$ cat src/rtl/keypad_time_entry.sv
// Collects keypad digit entries, validates them as HH:MM on a set command and
// emits a one-cycle load strobe for the clock or alarm register.
module keypad_time_entry #(
  parameter int unsigned SYNC_STAGES    = 2,
  parameter logic [23:0] TIMEOUT_CYCLES = 24'd10_000_000,
  parameter int unsigned HOUR_MODE_24   = 1
) (
  input  logic        clk,
  input  logic        reset_n,
  input  logic [15:0] keypad_values,
  input  logic        shift_pulse,
  input  logic        set_time_btn,
  input  logic        set_alarm_btn,
  input  logic        clear_btn,
  output logic [7:0]  set_hours,
  output logic [7:0]  set_minutes,
  output logic        time_load,
  output logic        alarm_load,
  output logic        reset_shift,
  output logic        entry_error,
  output logic [2:0]  digit_count,
  output logic        busy
);

  localparam logic [2:0] S_IDLE    = 3'd0;
  localparam logic [2:0] S_COLLECT = 3'd1;
  localparam logic [2:0] S_CHECK   = 3'd2;
  localparam logic [2:0] S_COMMIT  = 3'd3;
  localparam logic [2:0] S_ERROR   = 3'd4;
  localparam logic [2:0] S_ABORT   = 3'd5;

  localparam logic [23:0] TIMEOUT_LAST = TIMEOUT_CYCLES - 24'd1;

  // Bit order of the synchronized inputs: {clear, alarm, time, digit}
  logic [3:0]                    async_in;
  logic [SYNC_STAGES-1:0][3:0]   sync_reg;
  logic [3:0]                    sync_out;
  logic [3:0]                    prev_reg;
  logic [3:0]                    rise;

  assign async_in = {clear_btn, set_alarm_btn, set_time_btn, shift_pulse};
  assign sync_out = sync_reg[SYNC_STAGES-1];
  assign rise     = sync_out & ~prev_reg;

  always_ff @(posedge clk or negedge reset_n) begin
    if (!reset_n) begin
      sync_reg <= '0;
      prev_reg <= '0;
    end else begin
      sync_reg <= {sync_reg[SYNC_STAGES-2:0], async_in};
      prev_reg <= sync_out;
    end
  end

  logic digit_rise, time_rise, alarm_rise, clear_rise;
  assign digit_rise = rise[0];
  assign time_rise  = rise[1];
  assign alarm_rise = rise[2];
  assign clear_rise = rise[3];

  logic [2:0]  state_reg, state_next;
  logic [2:0]  digit_count_reg, digit_count_next;
  logic [23:0] timeout_reg, timeout_next;
  logic        target_alarm_reg, target_alarm_next;
  logic [7:0]  set_hours_reg, set_minutes_reg;
  logic        time_load_reg, alarm_load_reg, reset_shift_reg, entry_error_reg;
  logic        do_commit, do_reset_shift, err_set, err_clr;

  // Entry validation on the live keypad register
  logic [3:0] h_tens, h_ones, m_tens, m_ones;
  logic       all_bcd, min_ok, hour_ok_24, hour_ok_12, hour_ok, entry_valid;

  assign h_tens = keypad_values[15:12];
  assign h_ones = keypad_values[11:8];
  assign m_tens = keypad_values[7:4];
  assign m_ones = keypad_values[3:0];

  assign all_bcd    = (h_tens <= 4'd9) && (h_ones <= 4'd9) &&
                      (m_tens <= 4'd9) && (m_ones <= 4'd9);
  assign min_ok     = (m_tens <= 4'd5);
  assign hour_ok_24 = (h_tens < 4'd2) || ((h_tens == 4'd2) && (h_ones <= 4'd3));
  assign hour_ok_12 = ((h_tens == 4'd0) && (h_ones != 4'd0)) ||
                      ((h_tens == 4'd1) && (h_ones <= 4'd2));
  assign hour_ok     = (HOUR_MODE_24 != 0) ? hour_ok_24 : hour_ok_12;
  assign entry_valid = (digit_count_reg == 3'd4) && all_bcd && min_ok && hour_ok;

  always_comb begin
    state_next        = state_reg;
    digit_count_next  = digit_count_reg;
    timeout_next      = timeout_reg;
    target_alarm_next = target_alarm_reg;
    do_commit         = 1'b0;
    do_reset_shift    = 1'b0;
    err_set           = 1'b0;
    err_clr           = 1'b0;

    case (state_reg)
      S_IDLE: begin
        if (clear_rise) begin
          do_reset_shift = 1'b1;
        end else if (time_rise || alarm_rise) begin
          state_next = S_ERROR;
        end else if (digit_rise) begin
          digit_count_next = 3'd1;
          err_clr          = 1'b1;
          state_next       = S_COLLECT;
        end
      end
      S_COLLECT: begin
        if (clear_rise) begin
          state_next = S_ABORT;
        end else if (time_rise && alarm_rise) begin
          state_next = S_ERROR;
        end else if (time_rise || alarm_rise) begin
          target_alarm_next = alarm_rise;
          state_next        = S_CHECK;
        end else if (digit_rise) begin
          if (digit_count_reg != 3'd4) begin
            digit_count_next = digit_count_reg + 3'd1;
          end
          timeout_next = '0;
        end else if (timeout_reg == TIMEOUT_LAST) begin
          state_next = S_ABORT;
        end else begin
          timeout_next = timeout_reg + 24'd1;
        end
      end
      S_CHECK:  state_next = entry_valid ? S_COMMIT : S_ERROR;
      S_COMMIT: state_next = S_IDLE;
      S_ERROR:  state_next = S_IDLE;
      S_ABORT:  state_next = S_IDLE;
      default:  state_next = S_IDLE;
    endcase

    // Side effects are registered on entry so they line up with the one-cycle
    // COMMIT / ERROR / ABORT state.
    if ((state_next == S_COMMIT) || (state_next == S_ERROR) || (state_next == S_ABORT)) begin
      digit_count_next = 3'd0;
      do_reset_shift   = 1'b1;
    end
    if (state_next == S_ERROR)  err_set   = 1'b1;
    if (state_next == S_COMMIT) do_commit = 1'b1;
    if (state_next != S_COLLECT) timeout_next = '0;
  end

  always_ff @(posedge clk or negedge reset_n) begin
    if (!reset_n) begin
      state_reg        <= S_IDLE;
      digit_count_reg  <= 3'd0;
      timeout_reg      <= '0;
      target_alarm_reg <= 1'b0;
      set_hours_reg    <= 8'h00;
      set_minutes_reg  <= 8'h00;
      time_load_reg    <= 1'b0;
      alarm_load_reg   <= 1'b0;
      reset_shift_reg  <= 1'b0;
      entry_error_reg  <= 1'b0;
    end else begin
      state_reg        <= state_next;
      digit_count_reg  <= digit_count_next;
      timeout_reg      <= timeout_next;
      target_alarm_reg <= target_alarm_next;
      time_load_reg    <= do_commit & ~target_alarm_reg;
      alarm_load_reg   <= do_commit & target_alarm_reg;
      reset_shift_reg  <= do_reset_shift;
      if (do_commit) begin
        set_hours_reg   <= keypad_values[15:8];
        set_minutes_reg <= keypad_values[7:0];
      end
      if (err_set) begin
        entry_error_reg <= 1'b1;
      end else if (err_clr) begin
        entry_error_reg <= 1'b0;
      end
    end
  end

  assign set_hours   = set_hours_reg;
  assign set_minutes = set_minutes_reg;
  assign time_load   = time_load_reg;
  assign alarm_load  = alarm_load_reg;
  assign reset_shift = reset_shift_reg;
  assign entry_error = entry_error_reg;
  assign digit_count = digit_count_reg;
  assign busy        = (state_reg != S_IDLE);

endmodule

$ cat config.mk
export PLATFORM = sky130hd
export DESIGN_NAME = keypad_time_entry
export DESIGN_NICKNAME = d
export VERILOG_FILES = /design/src/rtl/keypad_time_entry.sv
export SDC_FILE = /design/constraint.sdc
export NUM_CORES = 1
export LEC_CHECK = 0
export ABC_AREA = 1
export ABC_CLOCK_PERIOD_IN_PS = 1550
export CAP_MARGIN = 20
export CORE_AREA = 2 2 85 87
export CTS_BUF_LIST = sky130_fd_sc_hd__clkbuf_4 sky130_fd_sc_hd__clkbuf_8 sky130_fd_sc_hd__clkbuf_16
export DETAILED_ROUTE_END_ITERATION = 6
export DIE_AREA = 0 0 87 89
export PLACE_DENSITY = 0.86
export SYNTH_ARGS = -nofsm -noshare
export SYNTH_HDL_FRONTEND = slang
export SYNTH_SLANG_ARGS = --single-unit
$ cat constraint.sdc
create_clock -name clk -period 1.55 [get_ports clk]
set_input_delay 0.155 -clock clk [delete_from_list [all_inputs] [get_ports clk]]
set_output_delay 0.155 -clock clk [all_outputs]
set_load 0.03 [all_outputs]
==> impl_metrics.toml, run 1 <==
[placed_design]
dp_cells = 571
placed_area_um2 = 4101
gp_congestion = 0.9313
dp_hpwl_um = 6076
port_buffers = 45
preCtsSetupSlack_ns = -0.2345

[logic_synthesis]
mappedNetlistNets = 438
yosys_warnings = 0
syn-cell-area_um2 = 3243
ys_seq_elements = 63
yosysUniqueCellTypes = 34
synth-seq-area-share_pct = 48.61
avgSynthCellArea_um2 = 7.853
synthCells = 413

[die]
ioPinCount = 46
die-area_um2 = 7743
die_w_um = 87
core_area_um2 = 6719
die_h_um = 89
fp-row-count = 30
start_util_pct = 48.27

[clock_tree]
h-tree-depth = 3
worstSkewPairLatency_ns = 0.35
clockRootBuffer = "clkbuf_8"
clockBufferDepth = 2
clk_pin_slew_ns = 0.08
tritoncts = "yes"
cts.sinks = 63
cts_made_buffers = 9

[power]
seqPwrFrac_pct = 42.8
clockPowerShare_pct = 40.1
combPwrFrac_pct = 17.1
netSwitchingPower_uw = 1172
p_leak_uw = 0.002448
p_int_uw = 2958
p_sw_share_pct = 28.38
powerDensity_nw_per_um2 = 844.3
vdd_ir_drop_max_v = 0.0005962

[critical_path]
critPathArrivalTime_ns = 1.95
slowest_stage = "dfrtp_1"
reg2regPathDepth = 11
cp-startpoint = "prev_reg[1]"
critPathRequiredTime_ns = 1.79
max_stage_delay_ns = 0.38
worstPathCellList = "inv_1 -> nand2_1 -> nor2_1 -> nor2_1 -> nor2_1 -> nand2_1 -> nand2_2 -> buf_6 -> nor2_4 -> nand2_1 -> nand2_1"
critical_path_buf_inv_count = 2
end_kind = "flop"
crit_path_end = "timeout_reg[20]"
startpoint_type = "flop"
worstPathMaxFanout = 4
crit_family = "simple AND/OR/NAND/NOR gates"
cp_num_cells = 11
crit_top_cell = "nand2_1"
r2r_start = "prev_reg[1]"
r2r_end = "timeout_reg[20]"
crit_type = "flop to flop"
ff2ff_setup_slack_ns = -0.16

[finish]
final_cells = 606
n_antenna_cell = 0
largest_register_ffs = 24
finalInstanceArea_um2 = 4892
fillCellCount = 469
layout-drive-gt1-share_pct = 34.79
area_growth_pct = 50.85
final_nets = 546

[grt]
grt_first_pass_wirelength_um = 14400
grt_max_degree = 52
antenna_found_initial = 0
overflow = 0
grt_pass1_vias = 3148
groute.usage.overall_pct = 24.22

[outcome]
run_status = "complete, but fails checks"
violations = "negative setup slack"

[sta]
hold_viol = 0
setup_viol = 23
rsz0062_at_grt = "true"
worstMarginPinSlew_ns = 0.3987
setup_slack_ns = -0.1564
slew_headroom_pct = 73.32
finClkSkew_ns = 0.009651
final.period_utilization_pct = 110.1
fin_tns_setup_ns = -1.521
max_freq_mhz = 586.0
slew_viol_final = 0
min_period_ns = 1.706

[drt]
viasPerCell = 5.294
routedWlPerCell_um = 15.98
drt_first_iter_violations = 179
drcViolationCount = 0
vias = 3208
ant_nets = 0
drt_wl_total_um = 9686
first_pass_iters = 4

[run]
maxCapViolCount = 0

[hold_path]
min_path_type = "input port to flop"
hold_depth = 1
==> kinds of logic (layout without fill, tap and decap cells) <==
group | count (synthesis) | after routing | share of synthesized area, %
DFF | 63 | 63 | 48.61
AOI/OAI and AO/OA | 39 | 39 | 6.752
and+or+nand+nor | 228 | 228 | 32.48
buffers and inverters | 72 | 185 | 8.835
adders and majority gates | 3 | 3 | 1.158
xor gates and xnor gates | 8 | 8 | 2.161
==> power by group through the flow <==
stage          registers (uW)  logic [uW]  clock network, uW
2_1_floorplan            1840         241                  0
5_1_grt                  1770         760               1760
3_3_place_gp             1790         576                  0
4_1_cts                  1760         639               1680
3_5_place_dp             1790         598                  0
6_report                 1770         708               1660
==> cell type report <==
cell class              count  area [um2]  share of cell area (%)
flip-flops and latches     63        1583                   32.35
multi-input cells         278        1734                   35.45
clock inverters             6       93.84                   1.918
repair buffers            103       964.7                   19.72
well taps                  80       100.1                   2.046
inverters                  65       272.8                   5.575
repair inverters            1       6.256                  0.1279
clock buffers              10       137.6                   2.813
==> worst reg2reg max path: stages, from the launching register on <==
cell     delay (ns)
dfrtp_1        0.38
inv_1          0.06
nand2_1        0.08
nor2_1         0.33
nor2_1         0.11
nor2_1         0.13
nand2_1        0.12
nand2_2        0.13
buf_6          0.13
nor2_4         0.03
nand2_1        0.05
nand2_1        0.05
==> metal layers <==
metal | vias to the layer above | global-route usage (%) | share of wire (%)
met5 | - | 0 | 0
met4 | 0 | 9.375 | 3.2
met3 | 31 | 5.817 | 5.4
met2 | 124 | 42.12 | 51
met1 | 1538 | 29.14 | 40
li1 | 1515 | - | -
==> cell usage after synthesis (all sizes together) <==
cell / number / area [um2]
a21oi: 4 / 23.77
nand4: 9 / 56.30
nor3b: 2 / 15.01
nand2: 130 / 510.5
dfrtp: 63 / 1577
ha: 3 / 37.54
o21ai: 24 / 123.9
nand3: 24 / 125.1
inv: 65 / 246.5
nor2: 48 / 221.5
o2111ai: 1 / 8.760
clkbuf: 1 / 3.750
nor4: 1 / 12.51
buf: 6 / 36.28
nand3b: 3 / 26.27
xnor2: 2 / 17.52
nor3: 11 / 86.34
o22ai: 10 / 62.56
xor2: 6 / 52.55
==> through the flow <==
step                      total power, uW  utilization, %  hold WS [ns]
after global routing                 4294           72.81        0.2300
final                                4131           72.81        0.2379
after detailed placement             2391           61.04       0.06928
after CTS                            4083           66.61        0.2206
after floorplan                      2081               -       -0.1406
after global placement               2366           61.04       0.06011
==> layout by cell type (no fill, tap or decap), drive strengths merged <==
cell type,Yosys,routed
nand2,130,130
inv,65,64
dfrtp,63,63
buf,6,58
nor2,48,48
nand3,24,24
o21ai,24,24
clkdlybuf4s50,0,23
dlygate4sd2,0,16
clkbuf,1,11
nor3,11,11
o22ai,10,10
nand4,9,9
xor2,6,6
dlymetal6s2s,0,4
clkinv,0,4
a21oi,4,4
nand3b,3,3
ha,3,3
clkinvlp,0,2
xnor2,2,2
nor3b,2,2
bufinv,0,2
o2111ai,1,1
nor4,1,1
dlygate4sd3,0,1
==> what timing repair did <==
item / 4_1_cts / 5_1_grt
hold buffers: 1 / 0
endpoints found under the hold margin: 12 / 0
endpoints found under the setup margin: 50 / 54
setup buffers: 4 / 11
pin swaps: 8 / 32
gates resized for setup: 49 / 106
cloned: 2 / 3
==> worst min path at each step <==
stage / from / to
6_report: set_time_btn / sync_reg[1]
5_1_grt: clear_btn / sync_reg[3]
4_1_cts: clear_btn / sync_reg[3]
3_5_place_dp: reset_n / set_hours[6]
3_3_place_gp: reset_n / set_hours[7]
2_1_floorplan: reset_n / alarm_load
(Power assumes the default switching activity.)
==> inputs of run 2 (changes only) <==
--- a/config.mk
+++ b/config.mk
@@ -12,6 +12,7 @@
 export CTS_BUF_LIST = sky130_fd_sc_hd__clkbuf_4 sky130_fd_sc_hd__clkbuf_8 sky130_fd_sc_hd__clkbuf_16
 export DETAILED_ROUTE_END_ITERATION = 6
 export DIE_AREA = 0 0 87 89
+export HOLD_SLACK_MARGIN = 0.12
 export PLACE_DENSITY = 0.86
 export SYNTH_ARGS = -nofsm -noshare
 export SYNTH_HDL_FRONTEND = slang
==> results of run 2 <==
Final layout, timing and power as in run 1 (identical DEF).
